--- config.mk ---
export PLATFORM = sky130hd
export DESIGN_NAME = r512x16_arbiter
export DESIGN_NICKNAME = d
export VERILOG_FILES = /design/src/rtl/r512x16_arb_pkg.sv /design/src/rtl/r512x16_arbiter_rr_arb2.sv /design/src/rtl/r512x16_arbiter.sv
export SDC_FILE = /design/constraint.sdc
export NUM_CORES = 1
export LEC_CHECK = 0
export CAP_MARGIN = 20
export CORE_ASPECT_RATIO = 1.4
export CORE_MARGIN = 5
export CORE_UTILIZATION = 34
export DETAILED_ROUTE_END_ITERATION = 8
export GPL_ROUTABILITY_DRIVEN = 0
export HOLD_SLACK_MARGIN = 0.08
export PLACE_DENSITY = 0.76
export SYNTH_ARGS = -nofsm -noshare
export SYNTH_HDL_FRONTEND = slang
export SYNTH_SLANG_ARGS = --single-unit
--- constraint.sdc ---
create_clock -name Clk -period 1.5 [get_ports Clk]
set_input_delay 0.15 -clock Clk [delete_from_list [all_inputs] [get_ports Clk]]
set_output_delay 0.15 -clock Clk [all_outputs]
set_load 0.05 [all_outputs]
--- src/rtl/r512x16_arb_pkg.sv ---
// Shared sizing, byte-enable width and controller state encoding for the
// dual-requester RAM arbiter.
package r512x16_arb_pkg;

    localparam int ADDR_W = 9;
    localparam int DATA_W = 16;
    localparam int DEPTH  = 512;
    localparam int BE_W   = 2;

    typedef enum logic {
        CLEAR,
        RUN
    } arb_state_t;

endpackage

--- src/rtl/r512x16_arbiter_rr_arb2.sv ---
// Two-way round-robin grant logic; the pointer remembers the last winner and
// resets to requester 1 so that requester 0 wins the first tie.
module rr_arb2 (
    input  logic       clk_i,
    input  logic       rst_ni,
    input  logic       en_i,
    input  logic [1:0] req_i,
    output logic [1:0] gnt_o
);

    logic last_q, last_d;

    always_comb begin
        gnt_o  = '0;
        last_d = last_q;
        if (en_i) begin
            if (req_i[0] && (!req_i[1] || last_q)) begin
                gnt_o[0] = 1'b1;
                last_d   = 1'b0;
            end else if (req_i[1]) begin
                gnt_o[1] = 1'b1;
                last_d   = 1'b1;
            end
        end
    end

    always_ff @(posedge clk_i or negedge rst_ni) begin
        if (!rst_ni) begin
            last_q <= 1'b1;
        end else begin
            last_q <= last_d;
        end
    end

endmodule

--- src/rtl/r512x16_arbiter.sv ---
// Two-requester arbiter in front of a registered-read 512x16 byte-writable RAM.
// Define R512X16_ARB_CLEAR_EN to zero the whole RAM after every reset release.
module r512x16_arbiter
    import r512x16_arb_pkg::*;
#(
    parameter int ADDR_W = r512x16_arb_pkg::ADDR_W,
    parameter int DATA_W = r512x16_arb_pkg::DATA_W,
    parameter int DEPTH  = r512x16_arb_pkg::DEPTH
) (
    input  logic              Clk,
    input  logic              Rst_n,
    input  logic              Req0,
    input  logic              Req1,
    input  logic              Wr0,
    input  logic              Wr1,
    input  logic [ADDR_W-1:0] Addr0,
    input  logic [ADDR_W-1:0] Addr1,
    input  logic [DATA_W-1:0] WD0,
    input  logic [DATA_W-1:0] WD1,
    input  logic [BE_W-1:0]   BE0,
    input  logic [BE_W-1:0]   BE1,
    output logic              Ack0,
    output logic              Ack1,
    output logic              RValid0,
    output logic              RValid1,
    output logic [DATA_W-1:0] RD,
    output logic              Busy,
    output logic [ADDR_W-1:0] WA,
    output logic [DATA_W-1:0] WD,
    output logic [BE_W-1:0]   WEN,
    output logic              WClk_En,
    output logic [ADDR_W-1:0] RA,
    output logic              RClk_En,
    input  logic [DATA_W-1:0] RamRD
);

    logic [1:0]        gnt;
    logic              busy;
    logic              rvalid0_q, rvalid1_q;
    logic [ADDR_W-1:0] ra_q, ra_d;
    logic [ADDR_W-1:0] wa_q, wa_d;
    logic [DATA_W-1:0] wd_q, wd_d;
    logic [BE_W-1:0]   wen_d;

`ifdef R512X16_ARB_CLEAR_EN
    localparam logic [ADDR_W-1:0] CLR_LAST = ADDR_W'(DEPTH - 1);

    arb_state_t        state_q, state_d;
    logic [ADDR_W-1:0] clr_cnt_q, clr_cnt_d;

    always_ff @(posedge Clk or negedge Rst_n) begin
        if (!Rst_n) begin
            state_q   <= CLEAR;
            clr_cnt_q <= '0;
        end else begin
            state_q   <= state_d;
            clr_cnt_q <= clr_cnt_d;
        end
    end

    always_comb begin
        state_d   = state_q;
        clr_cnt_d = clr_cnt_q;
        if (state_q == CLEAR) begin
            clr_cnt_d = clr_cnt_q + 1'b1;
            if (clr_cnt_q == CLR_LAST) begin
                state_d   = RUN;
                clr_cnt_d = '0;
            end
        end
    end

    assign busy = (state_q == CLEAR);
`else
    assign busy = 1'b0;
`endif

    // Reset gates the enable so Ack/WEN stay low for the whole reset window.
    rr_arb2 u_rr (
        .clk_i  (Clk),
        .rst_ni (Rst_n),
        .en_i   (Rst_n & ~busy),
        .req_i  ({Req1, Req0}),
        .gnt_o  (gnt)
    );

    // RA/WA/WD fall back to their registered copies so idle cycles hold them.
    always_comb begin
        ra_d  = ra_q;
        wa_d  = wa_q;
        wd_d  = wd_q;
        wen_d = '0;
        if (gnt[0]) begin
            if (Wr0) begin
                wa_d  = Addr0;
                wd_d  = WD0;
                wen_d = BE0;
            end else begin
                ra_d = Addr0;
            end
        end else if (gnt[1]) begin
            if (Wr1) begin
                wa_d  = Addr1;
                wd_d  = WD1;
                wen_d = BE1;
            end else begin
                ra_d = Addr1;
            end
        end
`ifdef R512X16_ARB_CLEAR_EN
        if (Rst_n && (state_q == CLEAR)) begin
            wa_d  = clr_cnt_q;
            wd_d  = '0;
            wen_d = '1;
        end
`endif
    end

    always_ff @(posedge Clk or negedge Rst_n) begin
        if (!Rst_n) begin
            ra_q      <= '0;
            wa_q      <= '0;
            wd_q      <= '0;
            rvalid0_q <= 1'b0;
            rvalid1_q <= 1'b0;
        end else begin
            ra_q      <= ra_d;
            wa_q      <= wa_d;
            wd_q      <= wd_d;
            rvalid0_q <= gnt[0] & ~Wr0;
            rvalid1_q <= gnt[1] & ~Wr1;
        end
    end

    assign Ack0    = gnt[0];
    assign Ack1    = gnt[1];
    assign RValid0 = rvalid0_q;
    assign RValid1 = rvalid1_q;
    assign RD      = RamRD;
    assign Busy    = busy;
    assign WA      = wa_d;
    assign WD      = wd_d;
    assign WEN     = wen_d;
    assign RA      = ra_d;
    assign WClk_En = 1'b1;
    assign RClk_En = 1'b1;

endmodule

==> metrics.cfg <==
[outcome]
status = finished, violations left
violations = setup timing

[clocking]
cts-root-buf = clkbuf_8
cts_tree = yes
htree_levels = 2
path_clk_slew_ns = 0.08
cts_buffers = 5
clk_path_buf_depth = 2
clock_latency_ns = 0.29
clkSinkCount = 37

[global_routing]
grt-ovfl-total = 0
grt.busiest_layer = met2
grt_pass1_wl_mm = 14.26
grt_use_met1 = 0.2446
first_global_vias = 2847
use_met2 = 0.3566
grt_use_total = 0.2124
grtUsageMet3 = 0.06030
antenna_found_initial = 0
grt_max_degree = 28

[layout]
fillers = 477
seq_area_um2 = 927.1
fin_nets = 423
antenna_cells = 0
area_growth_syn_to_layout_pct = 98.86
multi_input_area_um2 = 1540
mostFrequentLayoutCell = clkdlybuf4s50_1
final_cell_mix = clkdlybuf4s50_1 (58), nor4_1 (39), buf_12 (38)
drive_above_1_share = 0.4626
final_cells = 440

[timing]
rsz0062_at_grt = true
final.min_clock_period_ns = 2.161
relSlewSlack = 0.5743
fmax_mhz = 462.8
hold_viol = 0
final.setup_skew_ns = 0.004212
worst_slew_pin_slew_ns = 0.6328
drv_slew = 0
post-route-period-util = 1.440
setup-violations-final = 72
hold_ws_ns = 0.3000
setup_slack_ns = -0.6606

[route]
wire_per_inst_um = 19.93
drt-initial-drc-count = 92
drt-pass1-iter-count = 4
final_antenna_net_count = 0
vias = 2449
wirelength_mm = 8.768
drcViolationCount = 0
via_per_inst = 5.566

[job]
cap_violations = 0

[die]
coreArea_um2 = 6613
num_io_pins = 135
die_h_um = 107.4
die_x_um = 79.57
die_area_um2 = 8544
start_util = 0.3483
placementRows = 35

[critical_path]
required_ns = 1.35
cp.arrival_ns = 2.01
worst-r2r-cell-count = 5
crit_type = flip-flop to primary output
critPathCaptureType = primary output
path_max_fanout = 15
cp-start-kind = flip-flop

[synth]
synth_cell_types = 27
syn_area_um2 = 2303
seq_area_frac_synth = 0.4025
postSynthCellCount = 237
ys_warn_count = 0
synth.avg_cell_area_um2 = 9.719
synth_seq_cells = 37

[min_path]
hold_class = primary input to primary output
min_path_cells = 0

[placement]
dpl.hpwl_mm = 6.429
dp.cells = 421
portBuffers = 99

[power_and_ir_drop]
power.density_nw_per_um2 = 1134
p_leak_nw = 1.837
ir_worst_vdd_mv = 0.8400

==> stage by stage <==
stage                 util  total power, mW  area (µm²)  TNS [ns]  setup slack [ns]
finish              0.6927            5.194        4581    -26.72           -0.6606
CTS                 0.6851            5.188        4531    -25.58           -0.6748
global route        0.6927            5.419        4581    -29.86           -0.7102
global placement    0.6361            4.301        4207    -29.35           -0.5700
floorplan                -            3.118        2769    -34.38           -0.6361
detailed placement  0.6361            4.342        4207    -30.43           -0.5740
==> synth_stat cells, drive strengths merged <==
library cell  number  area (µm²)
nand4              1       6.260
nand2              3       13.77
and2               2       12.51
clkbuf            17       63.81
dfrtp             36       900.9
inv               35       131.4
nor2b              1       6.260
nor4b              6       52.55
conb               2       7.510
nor2               2       7.510
nand3              2       10.01
a31oi              1       6.260
buf               28       211.5
o31ai              1       7.510
and4               6       52.55
a2bb2oi            1       8.760
or3                2       12.51
a311o              6       60.06
a311oi            27       349.1
o22ai              2       12.51
dfstp              1       26.28
nor4              55       344.1
==> repair_timing <==
item | in CTS | in global routing
endpoints found under the setup margin | 71 | 72
endpoints found under the hold margin | 36 | 0
hold buffers | 1 | 0
gates resized for setup | 38 | 6
setup buffers | 7 | 3
cloned | 1 | 0
pin swaps | 8 | 5
==> report_power, final <==
part,switching (mW),total (mW),internal (mW)
clock,0.365,0.688,0.323
sequential,0.0661,1.28,1.22
combinational,1.68,3.22,1.54
==> worst max-delay path: stages (launching register included) <==
cell,delay (ns)
dfstp_2,0.56
nor2b_4,0.05
or3_4,0.37
buf_12,0.19
a311oi_4,0.35
buf_12,0.19
==> state kept, by name (all words and copies together) (netlist names) <==
signal and flops:
u_rr.last_q 1, RValid0 1, wd_q 16, wa_q 9
ra_q 9, RValid1 1
==> cell families (layout without fill, tap and decap cells) <==
logic type      Yosys count  after routing  share of synthesized area
other cells               2              3                   0.003260
buf+inv                  80            190                     0.1765
compound gates           38             38                     0.1928
simple gates             80             80                     0.2249
flops                    37             37                     0.4025
==> layer usage <==
metal	wire [µm]	up-vias
met2	4367	106
li1	-	1111
met4	328	0
met5	0	-
met3	706	30
met1	3366	1202
==> path summary, 6_finish.rpt <==
check | from | to | slack, ns
max in group asynchronous | Rst_n | u_rr.last_q | 0.72
setup / recovery | u_rr.last_q | WA[5] | -0.66
min in group asynchronous | Rst_n | ra_q[6] | 0.48
hold reg to reg | ra_q[8] | ra_q[8] | 0.55
setup reg to reg | u_rr.last_q | wa_q[5] | -0.26
hold / removal | RamRD[0] | RD[0] | 0.30
==> final cells by class <==
type,count,share of cell area
clock inverters,2,0.002185
inverters,35,0.02868
flip-flops and latches,37,0.2024
repair buffers,147,0.3895
multi-input cells,121,0.3362
well taps,92,0.02513
clock buffers,6,0.01584
(Power assumes the default switching activity.)
